===== src/rtl/register_file_pkg.sv =====
// Shared definitions for the two-read/one-write register file:
// clear-engine state encoding and default geometry.
package register_file_pkg;

    typedef enum logic {
        ST_IDLE  = 1'b0,
        ST_CLEAR = 1'b1
    } state_t;

    localparam int DEFAULT_REGISTER_COUNT = 16;
    localparam int DEFAULT_REGISTER_SIZE  = 8;

endpackage


===== src/rtl/register_read_port.sv =====
// One synchronous read port: range check, write-first / clear-first bypass,
// registered data and a one-cycle valid strobe.
module register_read_port #(
    parameter int register_count = 16,
    parameter int register_size  = 8,
    parameter int addr_width     = 4
) (
    input  logic                     clock,
    input  logic                     reset,
    input  logic                     rd_en,
    input  logic [addr_width-1:0]    rd_addr,
    input  logic [register_size-1:0] mem_word,
    input  logic                     wr_commit,
    input  logic [addr_width-1:0]    wr_addr,
    input  logic [register_size-1:0] wr_data,
    input  logic                     clr_active,
    input  logic [addr_width-1:0]    clr_index,
    output logic [register_size-1:0] rd_data,
    output logic                     rd_valid
);

    localparam logic [addr_width:0] COUNT_EXT = (addr_width + 1)'(register_count);

    logic                     in_range;
    logic [register_size-1:0] next_data;

    assign in_range = ({1'b0, rd_addr} < COUNT_EXT);

    // Writes and clears are mutually exclusive (IDLE vs CLEAR), so the
    // priority between the two bypasses never matters in practice.
    always_comb begin
        next_data = mem_word;
        if (!in_range) begin
            next_data = '0;
        end else if (wr_commit && (wr_addr == rd_addr)) begin
            next_data = wr_data;
        end else if (clr_active && (clr_index == rd_addr)) begin
            next_data = '0;
        end
    end

    always_ff @(posedge clock or negedge reset) begin
        if (!reset) begin
            rd_data  <= '0;
            rd_valid <= 1'b0;
        end else begin
            rd_valid <= rd_en;
            if (rd_en) begin
                rd_data <= next_data;
            end
        end
    end

endmodule


===== src/rtl/register_file_2r1w.sv =====
// Register file with two independent read ports, one write port and a
// sequential bulk-clear engine that zeroes one register per cycle.
module register_file_2r1w
    import register_file_pkg::*;
#(
    parameter int register_count = DEFAULT_REGISTER_COUNT,
    parameter int register_size  = DEFAULT_REGISTER_SIZE,
    localparam int addr_width    = $clog2(register_count)
) (
    input  logic                     clock,
    input  logic                     reset,
    input  logic                     rd_en_a,
    input  logic [addr_width-1:0]    rd_addr_a,
    output logic [register_size-1:0] rd_data_a,
    output logic                     rd_valid_a,
    input  logic                     rd_en_b,
    input  logic [addr_width-1:0]    rd_addr_b,
    output logic [register_size-1:0] rd_data_b,
    output logic                     rd_valid_b,
    input  logic                     wr_en,
    input  logic [addr_width-1:0]    wr_addr,
    input  logic [register_size-1:0] wr_data,
    input  logic                     clear,
    output logic                     busy,
    output logic                     wr_err,
    output state_t                   fsm_state
);

    localparam logic [addr_width:0]   COUNT_EXT = (addr_width + 1)'(register_count);
    localparam logic [addr_width-1:0] LAST_IDX  = addr_width'(register_count - 1);

    logic [register_size-1:0] regs [register_count];
    state_t                   state;
    logic [addr_width-1:0]    clr_index;
    logic                     wr_in_range;
    logic                     wr_commit;
    logic                     clr_active;
    logic [register_size-1:0] word_a;
    logic [register_size-1:0] word_b;

    assign wr_in_range = ({1'b0, wr_addr} < COUNT_EXT);
    assign clr_active  = (state == ST_CLEAR);
    assign wr_commit   = wr_en && wr_in_range && !clr_active;
    assign busy        = clr_active;
    assign fsm_state   = state;
    assign word_a      = regs[rd_addr_a];
    assign word_b      = regs[rd_addr_b];

    // A write and a clear request in the same IDLE cycle both take effect:
    // the write lands now and the engine zeroes that register later.
    always_ff @(posedge clock or negedge reset) begin
        if (!reset) begin
            state     <= ST_IDLE;
            clr_index <= '0;
            wr_err    <= 1'b0;
            for (int i = 0; i < register_count; i++) begin
                regs[i] <= '0;
            end
        end else begin
            wr_err <= clr_active && wr_en && wr_in_range;
            case (state)
                ST_IDLE: begin
                    if (wr_commit) begin
                        regs[wr_addr] <= wr_data;
                    end
                    if (clear) begin
                        state     <= ST_CLEAR;
                        clr_index <= '0;
                    end
                end
                ST_CLEAR: begin
                    regs[clr_index] <= '0;
                    if (clr_index == LAST_IDX) begin
                        state     <= ST_IDLE;
                        clr_index <= '0;
                    end else begin
                        clr_index <= clr_index + 1'b1;
                    end
                end
                default: state <= ST_IDLE;
            endcase
        end
    end

    register_read_port #(
        .register_count(register_count),
        .register_size (register_size),
        .addr_width    (addr_width)
    ) u_port_a (
        .clock     (clock),
        .reset     (reset),
        .rd_en     (rd_en_a),
        .rd_addr   (rd_addr_a),
        .mem_word  (word_a),
        .wr_commit (wr_commit),
        .wr_addr   (wr_addr),
        .wr_data   (wr_data),
        .clr_active(clr_active),
        .clr_index (clr_index),
        .rd_data   (rd_data_a),
        .rd_valid  (rd_valid_a)
    );

    register_read_port #(
        .register_count(register_count),
        .register_size (register_size),
        .addr_width    (addr_width)
    ) u_port_b (
        .clock     (clock),
        .reset     (reset),
        .rd_en     (rd_en_b),
        .rd_addr   (rd_addr_b),
        .mem_word  (word_b),
        .wr_commit (wr_commit),
        .wr_addr   (wr_addr),
        .wr_data   (wr_data),
        .clr_active(clr_active),
        .clr_index (clr_index),
        .rd_data   (rd_data_b),
        .rd_valid  (rd_valid_b)
    );

endmodule


===== config.mk =====
export PLATFORM = sky130hd
export DESIGN_NAME = register_file_2r1w
export DESIGN_NICKNAME = d
export VERILOG_FILES = /design/src/rtl/register_file_pkg.sv /design/src/rtl/register_read_port.sv /design/src/rtl/register_file_2r1w.sv
export SDC_FILE = /design/constraint.sdc
export NUM_CORES = 1
export LEC_CHECK = 0
export CORE_ASPECT_RATIO = 0.8
export CORE_MARGIN = 2
export CORE_UTILIZATION = 40
export CTS_CLUSTER_SIZE = 40
export DETAILED_ROUTE_END_ITERATION = 12
export GPL_TIMING_DRIVEN = 0
export SYNTH_ARGS = -nofsm -noshare
export SYNTH_HDL_FRONTEND = slang
export SYNTH_SLANG_ARGS = --single-unit

===== constraint.sdc =====
create_clock -name clock -period 2.1 [get_ports clock]
set_clock_uncertainty 0.15 [all_clocks]
set_input_delay 0.42 -clock clock [delete_from_list [all_inputs] [get_ports clock]]
set_output_delay 0.42 -clock clock [all_outputs]
set_load 0.02 [all_outputs]

==> reports/results.ini <==
[outcome]
status = finished with violations
violations = negative setup slack

[routing]
top_layer = met4
wl_met2_mm = 11.5
wl_per_cell_um = 28.9
first_pass_iters = 6
num_vias = 6297
drtIter0Drc = 677
drc = 0
wl_met3_mm = 3.15
routed_via_density = 6.74
met1_length_mm = 11.5
drtAntennaViolNets = 0
wl_mm = 27.0

[clocking]
clock_latency_ps = 430
htree_levels = 4
numCtsBuffers = 17
clk_path_buf_depth = 2
cts_tree = done
cts_sinks = 152
cts_root_buffer = clkbuf_16
path_clk_slew_ps = 60

[pwr]
ir_worst_vdd_mv = 0.589
p_leak_nw = 4.14
power_density_nw_per_um2 = 974

[layout]
areaGrowthSynthToFinish_pct = 19.1
final_nets = 689
diodes = 0
drive_above_1_share = 0.278
design_area_sq_um = 9710
num-fill-cells = 1773
seq_area_sq_um = 3800
utilization = 0.488
multi_input_area_sq_um = 4160

[logic_synthesis]
async_flop_share = 1.00
avgSynthCellArea_sq_um = 13.7
synth-seq-area-share = 0.466
yosysUniqueCellTypes = 37
ys_dominant_reg_cell = dfrtp_1
yosys_register_bits = 152
synthesis.area_sq_um = 8150
synth_edf_count = 0
ys_warn_count = 0
syn_nets = 626
synthCells = 596

[flow_run]
maxCapViolCount = 0

[worst_setup_path]
arrival_ps = 2270
critPathKind = reg -> reg
r2r_slack_ps = -5
end_kind = register
crit_fanout = 9
crit_required_ps = 2260
startpoint_type = register

[floorplan]
coreArea_sq_um = 19900
die_w_um = 164
start_util = 0.409
die_area_sq_um = 21600
pin_count = 47
rows = 46
die_h_um = 132

[sta]
rsz0062_at_grt = true
timing.hold.ws_ps = 217
worst_pin_slew_ps = 781
finalWorstSetupSlack_ps = -5.24
fmax_mhz = 475
setup_tns_ps = -13.5
maxSlewHeadroom = 0.475
min_period_over_period = 1.00
hold_viol_final = 0
setup_viol = 4
slew_violations = 0
period_needed_ps = 2110

[global_routing]
grt_pass1_vias = 6262
grt_max_degree = 78
grt_overflow = 0
antenna_found_initial = 0
grt.total_usage = 0.257
grt_first_pass_wirelength_mm = 40.7

[min_path]
hp-class = in -> reg

[placed_design]
place_area_sq_um = 8830
gp_congestion = 0.987
numPortBuffers = 32
dpl_worst_slack_ps = -1010
hpwl_mm = 18.2

-- power breakdown --
| group | total, mW | switching, mW | internal (mW) |
|---|---|---|---|
| Clock | 3.06 | 1.20 | 1.86 |
| Sequential | 3.75 | 0.369 | 3.38 |
| Combinational | 2.65 | 1.52 | 1.13 |
| Total | 9.46 | 3.09 | 6.36 |
-- layout by cell type (no fill, tap or decap), drive strengths merged, types with 2 or more instances in the layout --
| cell | n |
|---|---|
| a22o | 160 |
| xnor2 | 2 |
| and2 | 3 |
| nand2 | 5 |
| and3 | 2 |
| clkdlybuf4s50 | 26 |
| inv | 3 |
| mux4 | 64 |
| nor4 | 2 |
| nand2b | 3 |
| nor2 | 33 |
| dlygate4sd1 | 8 |
| nor2b | 20 |
| o31ai | 19 |
| bufinv | 2 |
| dfrtp | 152 |
| dlygate4sd2 | 4 |
| nor3b | 3 |
| buf | 47 |
| clkinvlp | 2 |
| ha | 4 |
| a21oi | 18 |
| a21bo | 2 |
| a41oi | 16 |
| nand4bb | 2 |
| clkbuf | 35 |
| nand3 | 2 |
| xor2 | 15 |
| clkinv | 3 |
| nor3 | 6 |
-- worst max-delay path: stages, from the launching register on --
cell       delay (ps)
dfrtp_1           430
nand4bb_1         220
clkbuf_1          240
nor2_2            480
a21oi_2           220
a22o_1            240
-- what timing repair did --
item | in CTS | in global routing
pin swaps | 5 | 4
endpoints found under the setup margin | 138 | 80
gates cloned | 0 | 0
gates resized for setup | 37 | 16
buffers inserted | 6 | 6
hold buffers | 1 | 0
endpoints found under the hold margin | 75 | 0
-- cell usage after synthesis, types with 10 or more instances --
| library cell | n | share of area |
|---|---|---|
| a22o_1 | 160 | 0.17 |
| mux4_2 | 64 | 0.18 |
| xor2_1 | 15 | 0.016 |
| nor2b_1 | 20 | 0.015 |
| o31ai_1 | 19 | 0.017 |
| dfrtp_1 | 152 | 0.47 |
| clkbuf_1 | 10 | 0.0046 |
| buf_2 | 15 | 0.0092 |
| nor2_1 | 24 | 0.011 |
| buf_4 | 16 | 0.015 |
| a41oi_1 | 16 | 0.017 |
| a21oi_1 | 16 | 0.0098 |
-- metrics by stage --
step	total power [mW]	cells
global placement	6.13	892
floorplan	5.29	596
global route	9.80	934
finish	9.46	934
detailed placement	6.19	893
CTS	9.37	930
-- state kept, by name (all words and copies together), names as in the netlist --
name               count
regs                 128
u_port_a.rd_data       8
u_port_b.rd_data       8
clr_index              4
busy                   1
u_port_a.rd_valid      1
u_port_b.rd_valid      1
wr_err                 1
-- final timing paths --
| path | from | end | depth (start not counted) |
|---|---|---|---|
| min in group asynchronous | reset | clr_index[2] | 2 |
| worst max-delay path | busy | regs[83] | 5 |
| worst min register to register | regs[76] | regs[76] | 1 |
| max in group asynchronous | reset | regs[124] | 3 |
| worst max register to register | busy | regs[83] | 5 |
| worst min-delay path | wr_data[7] | regs[47] | 2 |
-- per-layer routing --
metal  track usage  vias to the layer above
li1              -                     2545
met4        0.0848                        0
met3        0.0764                       42
met2         0.354                      392
met1         0.387                     3318
met5             0                        -
-- final cells by class --
type	count	area share
Clock buffer	23	0.0502
Multi-Input combinational cell	386	0.428
Timing Repair Buffer	46	0.0473
Inverter	3	0.00116
Sequential cell	152	0.392
Clock inverter	7	0.00966
Tap cell	264	0.0340
Buffer	53	0.0380
-- kinds of logic (layout without fill, tap and decap cells) --
kind of cell,count (synthesis),after routing,share of synthesized area
AO/OA/AOI/OAI,218,218,0.224
flip-flops,152,152,0.466
AND/OR/NAND/NOR,83,83,0.0638
multiplexers,64,64,0.177
buffers and inverters,58,132,0.0450
XOR/XNOR,17,17,0.0183
adder cells (fa/ha/maj),4,4,0.00614
(Power assumes the default switching activity.)
